### config.mk
export PLATFORM = sky130hd
export DESIGN_NAME = serial_adder_ctrl
export DESIGN_NICKNAME = d
export VERILOG_FILES = /design/src/rtl/serial_adder_ctrl.sv
export SDC_FILE = /design/constraint.sdc
export NUM_CORES = 1
export LEC_CHECK = 0
export ABC_CLOCK_PERIOD_IN_PS = 1760
export CELL_PAD_IN_SITES_DETAIL_PLACEMENT = 1
export CELL_PAD_IN_SITES_GLOBAL_PLACEMENT = 1
export CORE_MARGIN = 2
export CORE_UTILIZATION = 37
export CTS_CLUSTER_SIZE = 14
export DETAILED_ROUTE_END_ITERATION = 12
export PLACE_DENSITY = 0.76
export SLEW_MARGIN = 25
export SYNTH_ARGS = -nofsm -noshare
export SYNTH_HDL_FRONTEND = slang
export SYNTH_SLANG_ARGS = --single-unit
### constraint.sdc
create_clock -name clk -period 1.76 [get_ports clk]
set_clock_uncertainty 0.1 [all_clocks]
set_input_delay 0.264 -clock clk [delete_from_list [all_inputs] [get_ports clk]]
set_output_delay 0.264 -clock clk [all_outputs]
set_load 0.03 [all_outputs]
### src/rtl/serial_adder_ctrl.sv
// Bit-serial adder: {Cout,S} = A + B + Cin, one full-adder cell, LSB first, WIDTH RUN cycles per add.
// Optional signed-overflow output ovf is enabled by defining SERIAL_ADDER_OVF_EN.
module serial_adder_ctrl #(
    parameter int unsigned WIDTH = 8
) (
    input  logic             clk,
    input  logic             resetn,
    input  logic             start,
    input  logic [WIDTH-1:0] A,
    input  logic [WIDTH-1:0] B,
    input  logic             Cin,
    output logic             busy,
    output logic             done,
    output logic [WIDTH-1:0] S,
    output logic             Cout
`ifdef SERIAL_ADDER_OVF_EN
    ,
    output logic             ovf
`endif
);

    localparam int unsigned CW = $clog2(WIDTH) + 1;
    localparam logic [CW-1:0] LAST = CW'(WIDTH - 1);

    typedef enum logic [1:0] {
        IDLE = 2'd0,
        RUN  = 2'd1,
        DONE = 2'd2
    } state_t;

    state_t           r_state;
    state_t           w_state_nxt;
    logic [WIDTH-1:0] r_a;
    logic [WIDTH-1:0] r_b;
    logic [WIDTH-1:0] r_sum;
    logic [CW-1:0]    r_cnt;
    logic             r_carry;
    logic             r_cout;
    logic             w_load;
    logic             w_run;
    logic             w_last;
    logic             w_fa_sum;
    logic             w_fa_cy;
`ifdef SERIAL_ADDER_OVF_EN
    logic             r_ovf;
`endif

    always_ff @(posedge clk or negedge resetn) begin
        if (!resetn) begin
            r_state <= IDLE;
        end else begin
            r_state <= w_state_nxt;
        end
    end

    always_comb begin
        w_state_nxt = r_state;
        w_load      = 1'b0;
        case (r_state)
            IDLE: begin
                if (start) begin
                    w_load      = 1'b1;
                    w_state_nxt = RUN;
                end
            end
            RUN: begin
                if (r_cnt == LAST) begin
                    w_state_nxt = DONE;
                end
            end
            DONE: begin
                // Back-to-back accept: a start seen in DONE goes straight to RUN.
                if (start) begin
                    w_load      = 1'b1;
                    w_state_nxt = RUN;
                end else begin
                    w_state_nxt = IDLE;
                end
            end
            default: begin
                w_state_nxt = IDLE;
            end
        endcase
    end

    assign w_run  = (r_state == RUN);
    assign w_last = w_run && (r_cnt == LAST);

    assign w_fa_sum = r_a[0] ^ r_b[0] ^ r_carry;
    assign w_fa_cy  = (r_a[0] & r_b[0]) | (r_carry & (r_a[0] ^ r_b[0]));

    // S/Cout are deliberately not cleared on load; they are overwritten bit by bit in RUN.
    always_ff @(posedge clk or negedge resetn) begin
        if (!resetn) begin
            r_a     <= '0;
            r_b     <= '0;
            r_sum   <= '0;
            r_cnt   <= '0;
            r_carry <= 1'b0;
            r_cout  <= 1'b0;
        end else if (w_load) begin
            r_a     <= A;
            r_b     <= B;
            r_carry <= Cin;
            r_cnt   <= '0;
        end else if (w_run) begin
            r_a     <= {1'b0, r_a[WIDTH-1:1]};
            r_b     <= {1'b0, r_b[WIDTH-1:1]};
            r_sum   <= {w_fa_sum, r_sum[WIDTH-1:1]};
            r_carry <= w_fa_cy;
            if (w_last) begin
                r_cout <= w_fa_cy;
            end else begin
                r_cnt <= r_cnt + CW'(1);
            end
        end
    end

`ifdef SERIAL_ADDER_OVF_EN
    // On the MSB cycle r_carry is the carry into the MSB, w_fa_cy the carry out.
    always_ff @(posedge clk or negedge resetn) begin
        if (!resetn) begin
            r_ovf <= 1'b0;
        end else if (w_last) begin
            r_ovf <= r_carry ^ w_fa_cy;
        end
    end

    assign ovf = r_ovf;
`endif

    assign busy = (r_state == RUN);
    assign done = (r_state == DONE);
    assign S    = r_sum;
    assign Cout = r_cout;

endmodule

==> flow_metrics.tcl <==
set metrics [dict create \
    core.rowCount 22 \
    post_drt_via_cell_ratio 5.10 \
    asyncSetResetFlopFracSynth_pct 100 \
    hold_viol_final 0 \
    first_iter_violations 31 \
    cts_tree "built" \
    fin_ws_ns 0.0594 \
    grt_max_degree 33 \
    busiest_layer "met2" \
    worst_hold_slack_ns 0.279 \
    synth_area_per_cell_um2 9.47 \
    place_ws_ns 0.165 \
    start_util_pct 39.0 \
    path_depth 1 \
    peakVddDrop_mv 0.619 \
    path_cells "clkdlybuf4s50_1" \
    cts_hold_buf 0 \
    cpMaxStageDelayCell "clkdlybuf4s50_1" \
    crit_fanout 3 \
    dp_hpwl_um 2380 \
    die_w_um 66.6 \
    final-setup-viol-count 0 \
    num_io_pins 31 \
    core_um2 3720 \
    worstPathArrival_ns 1.34 \
    avgRoutedWirePerCell_um 14.7 \
    finalNonFillerCells 235 \
    cts_setup_buffers 0 \
    synthFlopType "dfrtp_1" \
    portBuffers 30 \
    die_h_um 66.6 \
    grt_usage_pct 17.6 \
    cts_htree_levels 2 \
    r2r.worst_path.cells 4 \
    grt_overflow 0 \
    ant_nets 0 \
    die_area_um2 4430 \
    slew_violations 0 \
    slew_headroom_pct 72.5 \
    met1_usage_pct 21.3 \
    vias 1199 \
    finalNetCount 208 \
    seq_area_frac_synth_pct 55.3 \
    ys_top_cells_by_area "dfrtp_1 (55%), nand2_1 (15%), a31oi_1 (5.2%)" \
    synthesis.area_um2 1450 \
    yosys_warnings 0 \
    dp_cells 227 \
    clockBufferDepth 2 \
    gr-usage-met3_pct 3.55 \
    crit_family "buffers and inverters" \
    synth_area_leader_cell "dfrtp_1" \
    antenna_found_initial 0 \
    period_needed_ns 1.70 \
    grt_pass1_vias 1230 \
    leakagePower_nw 0.860 \
    synth_top_area_share_pct 55.3 \
    maxCapViolCount 0 \
    cp_num_buf_inv 1 \
    grt_pass1_wl_um 5730 \
    worstHoldPathType "primary input to asynchronous set/reset pin" \
    synthDistinctLibCells 27 \
    power_density_nw_per_um2 1850 \
    area_delta_synth_final_pct 29.3 \
    dr.pass1.iters 4 \
    worst-setup-path-type "flip-flop to output port" \
    cp.required_ns 1.40 \
    antennaDiodeCount 0 \
    place_congestion 0.766 \
    cts.sinks 32 \
    start_kind "flip-flop" \
    outcome "finished, final reports clean" \
    clk_latency_ns 0.29 \
    max_freq_mhz 588 \
    setup_tns_ns 0 \
    drc 0 \
    synth_nets 175 \
    ys_ff_latch 32 \
    synth-edff-count 0 \
    cts_root_buf "clkbuf_8" \
    final_layout_size_suffix_gt1_share_pct 11.8 \
    clk_pin_slew_ns 0.06 \
    rsz0062_at_grt "no" \
    fillers 448 \
    grt_use_met2_pct 30.0 \
    slowest_delay_ns 0.68 \
    synth_cells 153 \
    tightest_slew_ns 0.412 \
    cp-end-kind "output port" \
    wirelength_um 3450 \
    cts-buffers-inserted 5 \
    timing.final.crit_share_pct 96.6 \
]
what timing repair did:
| action | 4_1_cts | 5_1_grt |
|---|---|---|
| hold endpoints to repair | 0 | 0 |
| endpoints found under the setup margin | 2 | 0 |
| resized for setup | 4 | 0 |
power breakdown:
group | internal, mW | leakage (nW) | switching, mW
Sequential | 1.08 | 0.396 | 0.231
Combinational | 0.638 | 0.413 | 0.931
Clock | 0.312 | 0.0510 | 0.273
flip-flops by register name, summed over array words and instances, names as in the netlist:
| register | cells |
|---|---|
| S | 8 |
| r_a | 8 |
| r_state | 2 |
| r_cnt | 4 |
| r_carry | 1 |
| r_b | 8 |
| Cout | 1 |
synthesized netlist by cell type (2+ instances only):
cell,instances
nor3_1,2
buf_2,5
nor2b_1,2
buf_6,4
nand3_1,3
nand2_1,58
a22oi_1,2
dfrtp_1,32
a31oi_1,12
a21oi_1,3
nor2_1,13
mux2i_1,2
final cells by class:
type	count	area [um^2]	share of cell area, %
clock inverters	2	10.0	0.534
clock buffers	6	82.6	4.41
inverters	2	12.5	0.668
multi-input cells	109	566	30.2
well taps	48	60.1	3.21
flip-flops and latches	32	801	42.8
repair buffers	36	342	18.2
stage by stage:
stage	util (%)	power, mW	instance area (um^2)
after floorplan	-	2.43	1450
after global placement	47.7	2.79	1770
after detailed placement	47.7	2.89	1770
after CTS	50.4	3.52	1870
after global routing	50.4	3.74	1870
final	50.4	3.46	1870
layer usage:
metal  wire (um)  up-vias
li1            -      571
met1        1550      593
met2        1710       28
met3         126        7
met4          61        0
met5           0        -
layout by cell type (no fill, tap or decap), types with 3 or more instances in the layout:
cell              n
dfrtp_1          32
a31oi_1          12
nand3_1           3
clkbuf_8          6
nor2_1           13
clkdlybuf4s50_1  28
buf_4             7
a21oi_1           3
nand2_1          58
cells by family (layout without fill, tap and decap cells):
| group | Yosys count | after routing | synth area share, % |
|---|---|---|---|
| DFF | 32 | 32 | 55.3 |
| adders and majority gates | 2 | 2 | 2.25 |
| muxes | 3 | 3 | 2.16 |
| buffers and inverters | 12 | 46 | 5.87 |
| AOI/OAI and AO/OA | 20 | 20 | 8.98 |
| and+or+nand+nor | 84 | 84 | 25.5 |
final timing paths:
kind | startpoint | to | slack [ns]
max reg2reg | r_cnt[0] | Cout | 0.27
min | resetn | Cout | 0.28
min in group clk | S[0] | S[0] | 0.37
min reg2reg | S[0] | S[0] | 0.37
max in group asynchronous | resetn | r_a[6] | 0.99
max | S[7] | S[7] | 0.06
Note: power is estimated with default switching activity, not from simulation.
